## config.mk

```make
export PLATFORM = sky130hd
export DESIGN_NAME = frame_rx
export DESIGN_NICKNAME = d
export VERILOG_FILES = /design/src/rtl/frame_rx_pkg.sv /design/src/rtl/frame_rx_outreg.sv /design/src/rtl/frame_rx.sv
export SDC_FILE = /design/constraint.sdc
export NUM_CORES = 1
export LEC_CHECK = 0
export CAP_MARGIN = 10
export CORE_MARGIN = 3
export CORE_UTILIZATION = 30
export CTS_CLUSTER_SIZE = 12
export DETAILED_ROUTE_END_ITERATION = 12
export GPL_TIMING_DRIVEN = 0
export HOLD_SLACK_MARGIN = 0.03
export PLACE_DENSITY = 0.54
export SKIP_LAST_GASP = 1
export SYNTH_ARGS = -nofsm -noshare
export SYNTH_HDL_FRONTEND = slang
export SYNTH_HIERARCHICAL = 1
export SYNTH_SLANG_ARGS = --single-unit
export TNS_END_PERCENT = 10
```

## constraint.sdc

```tcl
create_clock -name clk -period 2.3 [get_ports clk]
set_clock_uncertainty 0.1 [all_clocks]
set_input_delay 0.69 -clock clk [delete_from_list [all_inputs] [get_ports clk]]
set_output_delay 0.69 -clock clk [all_outputs]
set_load 0.03 [all_outputs]
```

## src/rtl/frame_rx_pkg.sv

```systemverilog
// Shared framing definitions for the frame decoder and the matching TX-side framer.
package frame_rx_pkg;
  typedef enum logic [1:0] {
    HDR = 2'd0,
    PAY = 2'd1,
    TRL = 2'd2
  } state_t;

  localparam logic [7:0] FRAME_MAGIC = 8'hA5;
endpackage

```

## src/rtl/frame_rx_outreg.sv

```systemverilog
// Single-entry output register with valid/ready handshake and a last flag.
module frame_rx_outreg #(
  parameter int WIDTH = 64
) (
  input  logic             clk,
  input  logic             reset_n,
  input  logic             load,
  input  logic [WIDTH-1:0] load_bits,
  input  logic             load_last,
  output logic             load_rdy,
  output logic             out_val,
  output logic [WIDTH-1:0] out_bits,
  output logic             out_last,
  input  logic             out_rdy
);
  // Slot is free when empty or draining this cycle.
  assign load_rdy = !out_val || out_rdy;

  always_ff @(posedge clk or negedge reset_n) begin
    if (!reset_n) begin
      out_val  <= 1'b0;
      out_last <= 1'b0;
      out_bits <= '0;
    end else if (load) begin
      out_val  <= 1'b1;
      out_last <= load_last;
      out_bits <= load_bits;
    end else if (out_val && out_rdy) begin
      out_val  <= 1'b0;
      out_last <= 1'b0;
    end
  end
endmodule

```

## src/rtl/frame_rx.sv

```systemverilog
// Frame decoder: strips header/trailer, forwards payload cut-through, checks magic and XOR sum.
module frame_rx
  import frame_rx_pkg::*;
#(
  parameter int         WIDTH     = 64,
  parameter int         LEN_WIDTH = 8,
  parameter logic [7:0] MAGIC     = FRAME_MAGIC,
  parameter int         CNT_WIDTH = 16
) (
  input  logic                 clk,
  input  logic                 reset_n,
  input  logic                 in_val,
  input  logic [WIDTH-1:0]     in_bits,
  output logic                 in_rdy,
  output logic                 out_val,
  output logic [WIDTH-1:0]     out_bits,
  output logic                 out_last,
  input  logic                 out_rdy,
  output logic                 done_val,
  output logic                 done_ok,
  output logic                 magic_err,
  output logic [CNT_WIDTH-1:0] good_cnt,
  output logic [CNT_WIDTH-1:0] bad_cnt
);
  state_t               state, state_n;
  logic [WIDTH-1:0]     sum;
  logic [LEN_WIDTH-1:0] rem;
  logic                 load_rdy, acc, hdr_ok, load, rem_last;

  // in_rdy depends only on state and the output slot, never on in_val.
  assign in_rdy   = (state == PAY) ? load_rdy : 1'b1;
  assign acc      = in_val && in_rdy;
  assign hdr_ok   = in_bits[WIDTH-1 -: 8] == MAGIC;
  assign load     = acc && (state == PAY);
  assign rem_last = rem == LEN_WIDTH'(1);

  frame_rx_outreg #(.WIDTH(WIDTH)) u_outreg (
    .clk       (clk),
    .reset_n   (reset_n),
    .load      (load),
    .load_bits (in_bits),
    .load_last (rem_last),
    .load_rdy  (load_rdy),
    .out_val   (out_val),
    .out_bits  (out_bits),
    .out_last  (out_last),
    .out_rdy   (out_rdy)
  );

  always_comb begin
    state_n = state;
    case (state)
      HDR: if (acc && hdr_ok)
             state_n = (in_bits[LEN_WIDTH-1:0] != '0) ? PAY : TRL;
      PAY: if (acc && rem_last) state_n = TRL;
      TRL: if (acc) state_n = HDR;
      default: state_n = HDR;
    endcase
  end

  always_ff @(posedge clk or negedge reset_n) begin
    if (!reset_n) state <= HDR;
    else          state <= state_n;
  end

  always_ff @(posedge clk or negedge reset_n) begin
    if (!reset_n) begin
      sum       <= '0;
      rem       <= '0;
      done_val  <= 1'b0;
      done_ok   <= 1'b0;
      magic_err <= 1'b0;
      good_cnt  <= '0;
      bad_cnt   <= '0;
    end else begin
      done_val  <= 1'b0;
      magic_err <= 1'b0;
      if (acc) begin
        case (state)
          HDR: begin
            if (hdr_ok) begin
              sum <= in_bits;
              rem <= in_bits[LEN_WIDTH-1:0];
            end else begin
              magic_err <= 1'b1;
            end
          end
          PAY: begin
            sum <= sum ^ in_bits;
            rem <= rem - LEN_WIDTH'(1);
          end
          TRL: begin
            done_val <= 1'b1;
            done_ok  <= in_bits == sum;
            // Counters saturate at all-ones.
            if (in_bits == sum) begin
              if (good_cnt != '1) good_cnt <= good_cnt + CNT_WIDTH'(1);
            end else begin
              if (bad_cnt != '1) bad_cnt <= bad_cnt + CNT_WIDTH'(1);
            end
          end
          default: ;
        endcase
      end
    end
  end
endmodule

```

### Yosys cells after proc, flatten, opt, wreduce, memory -nomap -nowiden

Index checks and enable logic that the tools add are counted.

* flip-flop bits (word level): 175
* latch bits: 0
* bits in writable memories: 0
* ROM bits: 0
* bits of input ports: 68
* output and inout port bits: 102
* word-level logic and storage cells: 61
* memories: 0

* add/sub/neg operators: 3
* multipliers: 0
* div/mod/pow operators: 0
* $lt $le $gt $ge: 0
* eq/ne operators: 11
* shift-type cells: 0
* multiplexer cells: 18
* bitwise gates (word level): 2
* reductions and logical operators: 16

Operators by type and width (count)
* 64-bit case mux with 2 select lines: 1
* 64-bit equality test: 1
* 64-bit two-way mux: 1
* 64-bit XOR: 1
* 16-bit by 1-bit adder with 16-bit output (second input constant): 2
* 16-bit inequality test (second input constant): 2
* 8-bit case mux with 2 select lines: 1
* 1-bit two-way mux: 9
* 8-bit by 1-bit equality test with 1-bit output (second input constant): 1
* 8-bit equality test (second input constant): 1
* 2-bit two-way mux: 4
* 8-bit two-way mux: 1
* 4-bit AND reduction: 2
* 8-bit nonzero test: 1
* 8-bit by 1-bit subtractor with 8-bit output (second input constant): 1
* 2-bit inequality test (second input constant): 3
* 2-bit case mux with 3 select lines: 1
* 3-bit AND reduction: 2
* 1-bit logical AND: 5
* 2-bit nonzero test: 2
* 2-bit by 1-bit equality test with 1-bit output (second input constant): 1
* 2-bit equality test (second input constant): 1
* 2-bit zero test: 1
* 2-bit by 1-bit inequality test with 1-bit output (second input constant): 1
* 4 further kinds: 4

### Logic depth before layout (Yosys ltp)

Gate-level depths: netlist of run 1.

* word-level depth: 7
* mapped depth: 10
* gate-level depth less buffers: 7

### Cells and area by module

Netlist of run 1, hierarchy kept.

Modules (own cells, without submodules)
* frame_rx: instances 1, cells an instance 656, area each 6002.0 µm², sequential area each 2727.6 µm²
* frame_rx_outreg: instances 1, cells an instance 142, area each 2538.7 µm², sequential area each 1651.6 µm²

### Worst setup path before layout of run 1

No wires, ideal clock.

* path kind: input to register
* start: input port in_bits[55]
* end: register good_cnt[14]
* library setup time: 125 ps
* arrival time: 2308 ps
* data required time: 2075 ps
* path slack: -232 ps
* cell stages on the path: 7
* buffers on the path: 0
* cells stage by stage: xor2_1 nor4_1 nand4_1 nor4_4 nand2_1 nor4_1 mux2_2

* cells in the longest elaborated chain, start to end: 2

Ends and longest elaborated chain
* start, declared: line frame_rx.sv:13 `input logic [WIDTH-1:0] in_bits,`
* 64-bit equality test: line frame_rx.sv:96 `if (in_bits == sum) begin`
* 4-bit AND reduction (no source line)
* end signal, assigned: line frame_rx.sv:97 `if (good_cnt != '1) good_cnt <= good_cnt + CNT_WIDTH'(1);`
* end, declared: line frame_rx.sv:22 `output logic [CNT_WIDTH-1:0] good_cnt,`

Every way passes these cells.
A chain may end at the register's enable or synchronous reset.

### Final worst setup path of run 1

* start: input port in_bits[8]
* end: register bad_cnt[14]

* cells in the longest elaborated chain, start to end: 3

Ends and longest elaborated chain
* 64-bit equality test: line frame_rx.sv:96
* 1-bit NOT (no source line)
* 4-bit AND reduction (no source line)
* end signal, assigned: line frame_rx.sv:99 `if (bad_cnt != '1) bad_cnt <= bad_cnt + CNT_WIDTH'(1);`
* end, declared: line frame_rx.sv:23 `output logic [CNT_WIDTH-1:0] bad_cnt`

Every way passes these cells.

==> results of run 1 <==
-- synthesized netlist by cell type (all sizes together) (7+ instances only) --
master  count
a311oi      8
o21ai      67
xnor2       7
nand2      19
dfrtp     175
nor4       24
a21oi     127
nor3       15
nand3      79
clkbuf     14
nor2       26
mux2       68
inv        14
nand4       7
xor2       85
buf        26
-- power groups by stage --
stage | clock network [W] | logic [W] | registers, W
after floorplan | 0 | 0.00317 | 0.00655
after global placement | 0 | 0.00697 | 0.00538
after detailed placement | 0 | 0.00704 | 0.00542
after CTS | 0.00314 | 0.00738 | 0.00544
after global routing | 0.00327 | 0.00847 | 0.00569
final | 0.00305 | 0.00788 | 0.00550
-- worst max path at each step --
stage / endpoint / slack [ps] / depth (start not counted) / from
detailed placement: good_cnt[14] / -1440 / 8 / in_bits[5]
global route: bad_cnt[14] / -290 / 11 / sum[0]
global placement: u_outreg/out_bits[62] / -7620 / 1 / reset_n
CTS: in_rdy / -230 / 4 / out_rdy
finish: bad_cnt[14] / -250 / 12 / in_bits[8]
floorplan: good_cnt[14] / -230 / 7 / in_bits[55]
-- sequential cells by signal, summed over array words and instances (netlist names) --
signal and flops:
bad_cnt 16, done_ok 1, done_val 1, good_cnt 16, magic_err 1, rem 8
state 2, sum 64, u_outreg/out_bits 64, u_outreg/out_last 1, u_outreg/out_val 1
-- cells in the final DEF (no fill, tap or decap), drive strengths merged, types with 19 or more instances in the layout --
| master | instances |
|---|---|
| o21ai | 67 |
| nor2 | 26 |
| clkdlybuf4s50 | 103 |
| clkdlybuf4s15 | 21 |
| nand2 | 19 |
| buf | 80 |
| nand3 | 79 |
| nor4 | 24 |
| a21oi | 127 |
| dfrtp | 175 |
| mux2 | 68 |
| clkbuf | 55 |
| xor2 | 85 |
-- kinds of logic after synthesis --
logic type,after synthesis
AO/OA/AOI/OAI,216
multiplexers,68
buffers and inverters,55
XOR/XNOR,92
adder cells (fa/ha/maj),4
AND/OR/NAND/NOR,188
flip-flops,175
-- per-stage QoR --
stage / power [W] / instances / hold slack, ps / TNS [ps]
2_1_floorplan: 0.00972 / 798 / 294 / -10140
3_3_place_gp: 0.0124 / 1345 / 369 / -1478710
3_5_place_dp: 0.0125 / 1346 / 375 / -150120
4_1_cts: 0.0160 / 1391 / 167 / -20600
5_1_grt: 0.0174 / 1408 / 189 / -18650
6_report: 0.0164 / 1408 / 160 / -10390
-- metal layers --
| metal | track usage, % | part of all wire [%] | up-vias | wire length [µm] |
|---|---|---|---|---|
| li1 | - | - | 3304 | - |
| met1 | 23.5 | 46 | 3496 | 11800 |
| met2 | 25.0 | 47 | 189 | 12200 |
| met3 | 3.32 | 5.2 | 22 | 1350 |
| met4 | 5.35 | 1.6 | 0 | 416 |
| met5 | 0 | 0 | - | 0 |
-- final cells by class --
cell class	count	share of cell area, %
multi-input combinational	568	36.7
sequential	175	35.9
timing repair buffer	199	15.4
clock buffer	24	3.94
tap	378	3.87
buffer	40	2.66
clock inverter	8	1.06
inverter	15	0.461
antenna	1	0.0205
-- repair_timing --
item                                   4_1_cts  5_1_grt
endpoints found under the hold margin        0        0
setup buffers                               11       12
setup endpoints to repair                  197      221
cloned                                       2        4
resized for setup                          257      121
pin swaps                                   39       24
hold buffers                                 0        0
==> impl_metrics.env, run 1 <==
export IMPL_synthMuxAreaShare_pct=9.84
export IMPL_drt_iter0_markers=450
export IMPL_dp_slack_ps=-1440
export IMPL_area_growth_pct=43.0
export IMPL_worstSetupEndpointType="register"
export IMPL_clock_root_buffer="clkbuf_16"
export IMPL_powerDensity_nw_per_um2=1350
export IMPL_drt_pass1_iterations=5
export IMPL_pwr_share_clk_pct=18.6
export IMPL_grt_use_total_pct=16.4
export IMPL_switching_share_pct=40.7
export IMPL_start_util_pct=30.6
export IMPL_crit_buf_inv=5
export IMPL_h_tree_depth=4
export IMPL_first_global_vias=6791
export IMPL_die_h_um=175
export IMPL_cellLeakagePower_nw=5.09
export IMPL_ir_drop_mv=0.539
export IMPL_switchingPower_w=0.00670
export IMPL_vias_per_cell=4.98
export IMPL_syn_nets=870
export IMPL_synth_top_cell_area_share_pct=51.3
export IMPL_tightest_slew_ps=714
export IMPL_grt_pass1_wl_um=39300
export IMPL_finalCritPeriodShare_pct=111
export IMPL_yosysSeqAreaShare_pct=51.3
export IMPL_netlist_instances=798
export IMPL_path_delay_family="buffers and inverters"
export IMPL_path_common_cell="buf_6"
export IMPL_synthArstFlopShare_pct=100
export IMPL_ys_types=42
export IMPL_hold_viol=0
export IMPL_fin_area_um2=12200
export IMPL_synth_seq_cells=175
export IMPL_grt_ovfl_total=0
export IMPL_synthFlopType="dfrtp_1"
export IMPL_synth_simple_gate_area_share_pct=11.9
export IMPL_synth_compound_area_share_pct=13.7
export IMPL_die_area_um2=30500
export IMPL_clock_sinks=175
export IMPL_cpPeakStageDelay_ps=310
export IMPL_critPathLaunchType="input pin"
export IMPL_fmax_mhz=393
export IMPL_clkTransAtPathRegs_ps=70
export IMPL_num_vias=7011
export IMPL_synth_xor_area_share_pct=9.43
export IMPL_setup_viol=110
export IMPL_seq_power_share_pct=33.5
export IMPL_final_max_slew_violation_count=0
export IMPL_criticalPathCategory="input pin to register"
export IMPL_violations="negative setup slack"
export IMPL_seqCellArea_um2=4380
export IMPL_synth_fa_ha_area_share_pct=0.586
export IMPL_synth_area_leaders="dfrtp_1 51%, xor2_1 8.7%, a21oi_1 7.4%, mux2_2 5.4%, nand3_1 4.6%"
export IMPL_multi_input_area_um2=4490
export IMPL_placed_cell_area_um2=10800
export IMPL_min_period_ps=2550
export IMPL_crit_slowest_cell="nor4_4"
export IMPL_r2r_cells=11
export IMPL_critPathMaxFanout=5
export IMPL_rows=61
export IMPL_drive_gt1_share_pct=28.6
export IMPL_grt_start_max_net_pins=98
export IMPL_synth_avg_cell_area_um2=10.7
export IMPL_die_x_um=175
export IMPL_syn_cell_area_um2=8540
export IMPL_clk_path_buf_depth=2
export IMPL_cp_required_ps=2510
export IMPL_status="finished with violations"
export IMPL_r2r_end="bad_cnt[14]"
export IMPL_drt_wl_total_um=25700
export IMPL_core_um2=27900
export IMPL_cell_internal_pwr_w=0.00974
export IMPL_hp_class="input pin to asynchronous set/reset pin"
export IMPL_rsz0062_at_grt="true"
export IMPL_cts_tree="done"
export IMPL_cap_violations=0
export IMPL_drc=0
export IMPL_antenna_left=0
export IMPL_wire_per_inst_um=18.3
export IMPL_grt_antenna_before_repair=1
export IMPL_p_comb_share_pct=48.0
export IMPL_n_fill_cell=2677
export IMPL_setup_ws_ps=-247
export IMPL_yosysTopAreaCell="dfrtp_1"
export IMPL_reg2reg_slack_ps=-210
export IMPL_r2r_start="sum[39]"
export IMPL_hpwl_um=17900
export IMPL_synth_top_family_by_area="compound AO/OA/AOI/OAI gates"
export IMPL_numCtsBuffers=17
export IMPL_cp_arrival_ps=2750
export IMPL_yosysWarnings=6
export IMPL_clkLatencyLatePin_ps=430
export IMPL_slew_headroom_pct=52.0
export IMPL_synth_edf_count=0
export IMPL_final_net_count=1088
export IMPL_crit_path_cell_trace="clkdlybuf4s15_2, xor2_4, nor4_2, nand4_1, nor4_4, buf_4, buf_6, a311o_4, buf_6, buf_8, nor3_4, xor2_1"
export IMPL_port_buffers=169
export IMPL_utilization_pct=43.7
export IMPL_io_pins=170
export IMPL_place_congestion=0.847
Power figures use the tool's default switching activity.
==> inputs of run 2 (changes only) <==
- PLACE_DENSITY: 0.54 -> 0.6
- SLEW_MARGIN: default -> 30
==> run 2 against run 1 <==
Effect of this change: total power fell by 3.7%; via count down 0.64%; largest cell class is now registers; first-iteration DRC count grew 12%; setup slack got worse by 13 ps; critical path type unchanged; the run still ends with negative setup slack left.
==> impl_metrics.env, run 2 (synthesized netlist as in run 1, its figures left out) <==
export IMPL_cellLeakagePower_nw=5.01
export IMPL_drt_wl_total_um=25000
export IMPL_final_common_cell="dfrtp_1"
export IMPL_cp_required_ps=2520
export IMPL_num_vias=6966
export IMPL_p_total_w=0.0158
export IMPL_hp_class="input pin to asynchronous set/reset pin"
export IMPL_grt_ovfl_total=0
export IMPL_drc=0
export IMPL_criticalPathCategory="input pin to register"
export IMPL_die_x_um=175
export IMPL_die_area_um2=30500
export IMPL_h_tree_depth=4
export IMPL_critPathLaunchType="input pin"
export IMPL_wire_per_inst_um=17.9
export IMPL_drive_gt1_share_pct=26.7
export IMPL_final_net_count=1079
export IMPL_fmax_mhz=391
export IMPL_area_growth_pct=39.2
export IMPL_slew_headroom_pct=61.4
export IMPL_start_util_pct=30.6
export IMPL_cts_hold_buf=0
export IMPL_cp_arrival_ps=2780
export IMPL_core_um2=27900
export IMPL_powerDensity_nw_per_um2=1330
export IMPL_fin_cells=1398
export IMPL_layout_cells_most_common_list="174 x dfrtp_1, 122 x a21oi_1, 102 x clkdlybuf4s50_1"
export IMPL_worstSetupEndpointType="register"
export IMPL_hpwl_um=17900
export IMPL_clkLatencyLatePin_ps=430
export IMPL_top_regs="sum (64), u_outreg/out_bits (64)"
export IMPL_status="finished with violations"
export IMPL_antenna_left=0
export IMPL_setup_ws_ps=-260
export IMPL_drt_iter0_markers=506
export IMPL_min_period_ps=2560
export IMPL_clk_path_buf_depth=2
export IMPL_hold_viol=0
export IMPL_numCtsBuffers=17
export IMPL_port_buffers=169
export IMPL_violations="negative setup slack"
export IMPL_ir_drop_mv=0.566
export IMPL_tightest_slew_ps=574
export IMPL_place_congestion=0.816
export IMPL_first_global_vias=6851
export IMPL_die_h_um=175
export IMPL_dp_cells=1347
export IMPL_drt_pass1_iterations=5
export IMPL_critPathMaxFanout=6
export IMPL_grt_start_max_net_pins=74
export IMPL_grt_use_total_pct=16.3
export IMPL_cap_violations=0
export IMPL_final_max_slew_violation_count=0
export IMPL_clock_sinks=175
export IMPL_n_fill_cell=2726
export IMPL_rsz0062_at_grt="true"
export IMPL_antenna_cells=0
export IMPL_vias_per_cell=4.98
export IMPL_clock_root_buffer="clkbuf_16"
export IMPL_grt_pass1_wl_um=39200
export IMPL_clkTransAtPathRegs_ps=70
export IMPL_grt_antenna_before_repair=1
export IMPL_cts_tree="done"
export IMPL_finalCritPeriodShare_pct=111
export IMPL_rows=61
export IMPL_setup_viol=122
export IMPL_io_pins=170
[run 2: changes by cell type in the layout (fill, tap and decap cells not counted), moves of 4 or more]
| cell | previous run | this run |
|---|---|---|
| a21oi_1 | 115 | 122 |
| buf_6 | 19 | 15 |
| clkbuf_2 | 13 | 29 |
| clkdlybuf4s15_2 | 15 | 8 |
| a21oi_2 | 12 | 5 |
| buf_4 | 23 | 11 |
| clkbuf_1 | 16 | 12 |
| clkinv_4 | 2 | 7 |
[run 2: layer usage]
metal	GRT usage, %	vias up	part of all wire (%)
li1	-	3279	-
met1	22.7	3492	46
met2	25.8	171	48
met3	3.24	22	4.7
met4	4.69	2	1.6
met5	0	-	0.080
[run 2: layout make-up]
cell class / count / area, µm² / share of cell area [%]
clock buffer: 18 / 439 / 3.69
tap: 378 / 473 / 3.98
clock inverter: 14 / 135 / 1.14
multi-input combinational: 568 / 4380 / 36.8
buffer: 40 / 269 / 2.26
inverter: 15 / 56.3 / 0.474
sequential: 175 / 4380 / 36.9
timing repair buffer: 190 / 1760 / 14.8
[run 2: stage by stage]
stage                     cell area, µm²  hold WS, ps  util, %  setup slack (ps)  TNS (ps)
after floorplan                     8590          294        -              -232    -10140
after global placement             10800          360     38.5             -7410  -1437520
after detailed placement           10800          368     38.7             -1440   -146410
after global routing               11900         78.5     42.6              -310    -20620
after CTS                          11600         68.5     41.7              -319    -22860
final                              11900         63.3     42.6              -260    -10060
[run 2: final timing paths]
kind / cells after the start / start / to / slack (ps)
worst max-delay path: 9 / in_bits[5] / good_cnt[14] / -260
worst min-delay path: 1 / reset_n / u_outreg/out_bits[8] / 60
worst max register to register: 8 / sum[8] / good_cnt[14] / -240
worst min register to register: 2 / done_ok / done_ok / 380
max in group asynchronous: 2 / reset_n / u_outreg/out_bits[28] / 1310
min in group clk: 2 / done_ok / done_ok / 380
[run 2: timing repair]
action	in CTS	in global routing
setup buffers	6	9
cloned	2	3
pin swaps	25	26
resized for setup	185	136
endpoints found under the setup margin	178	227
hold endpoints to repair	0	0
[run 2: worst max-delay path, cell delays in order]
cell	delay, ps
buf_2	160
xor2_1	180
nor4_2	360
nand4_1	220
nor4_4	300
buf_6	160
nand2_4	70
nor4_4	300
mux2_4	320
[run 2: power breakdown]
group,switching (W),internal [W]
logic,0.00417,0.00330
registers,0.00110,0.00439
clock network,0.00133,0.00154
total,0.00661,0.00922
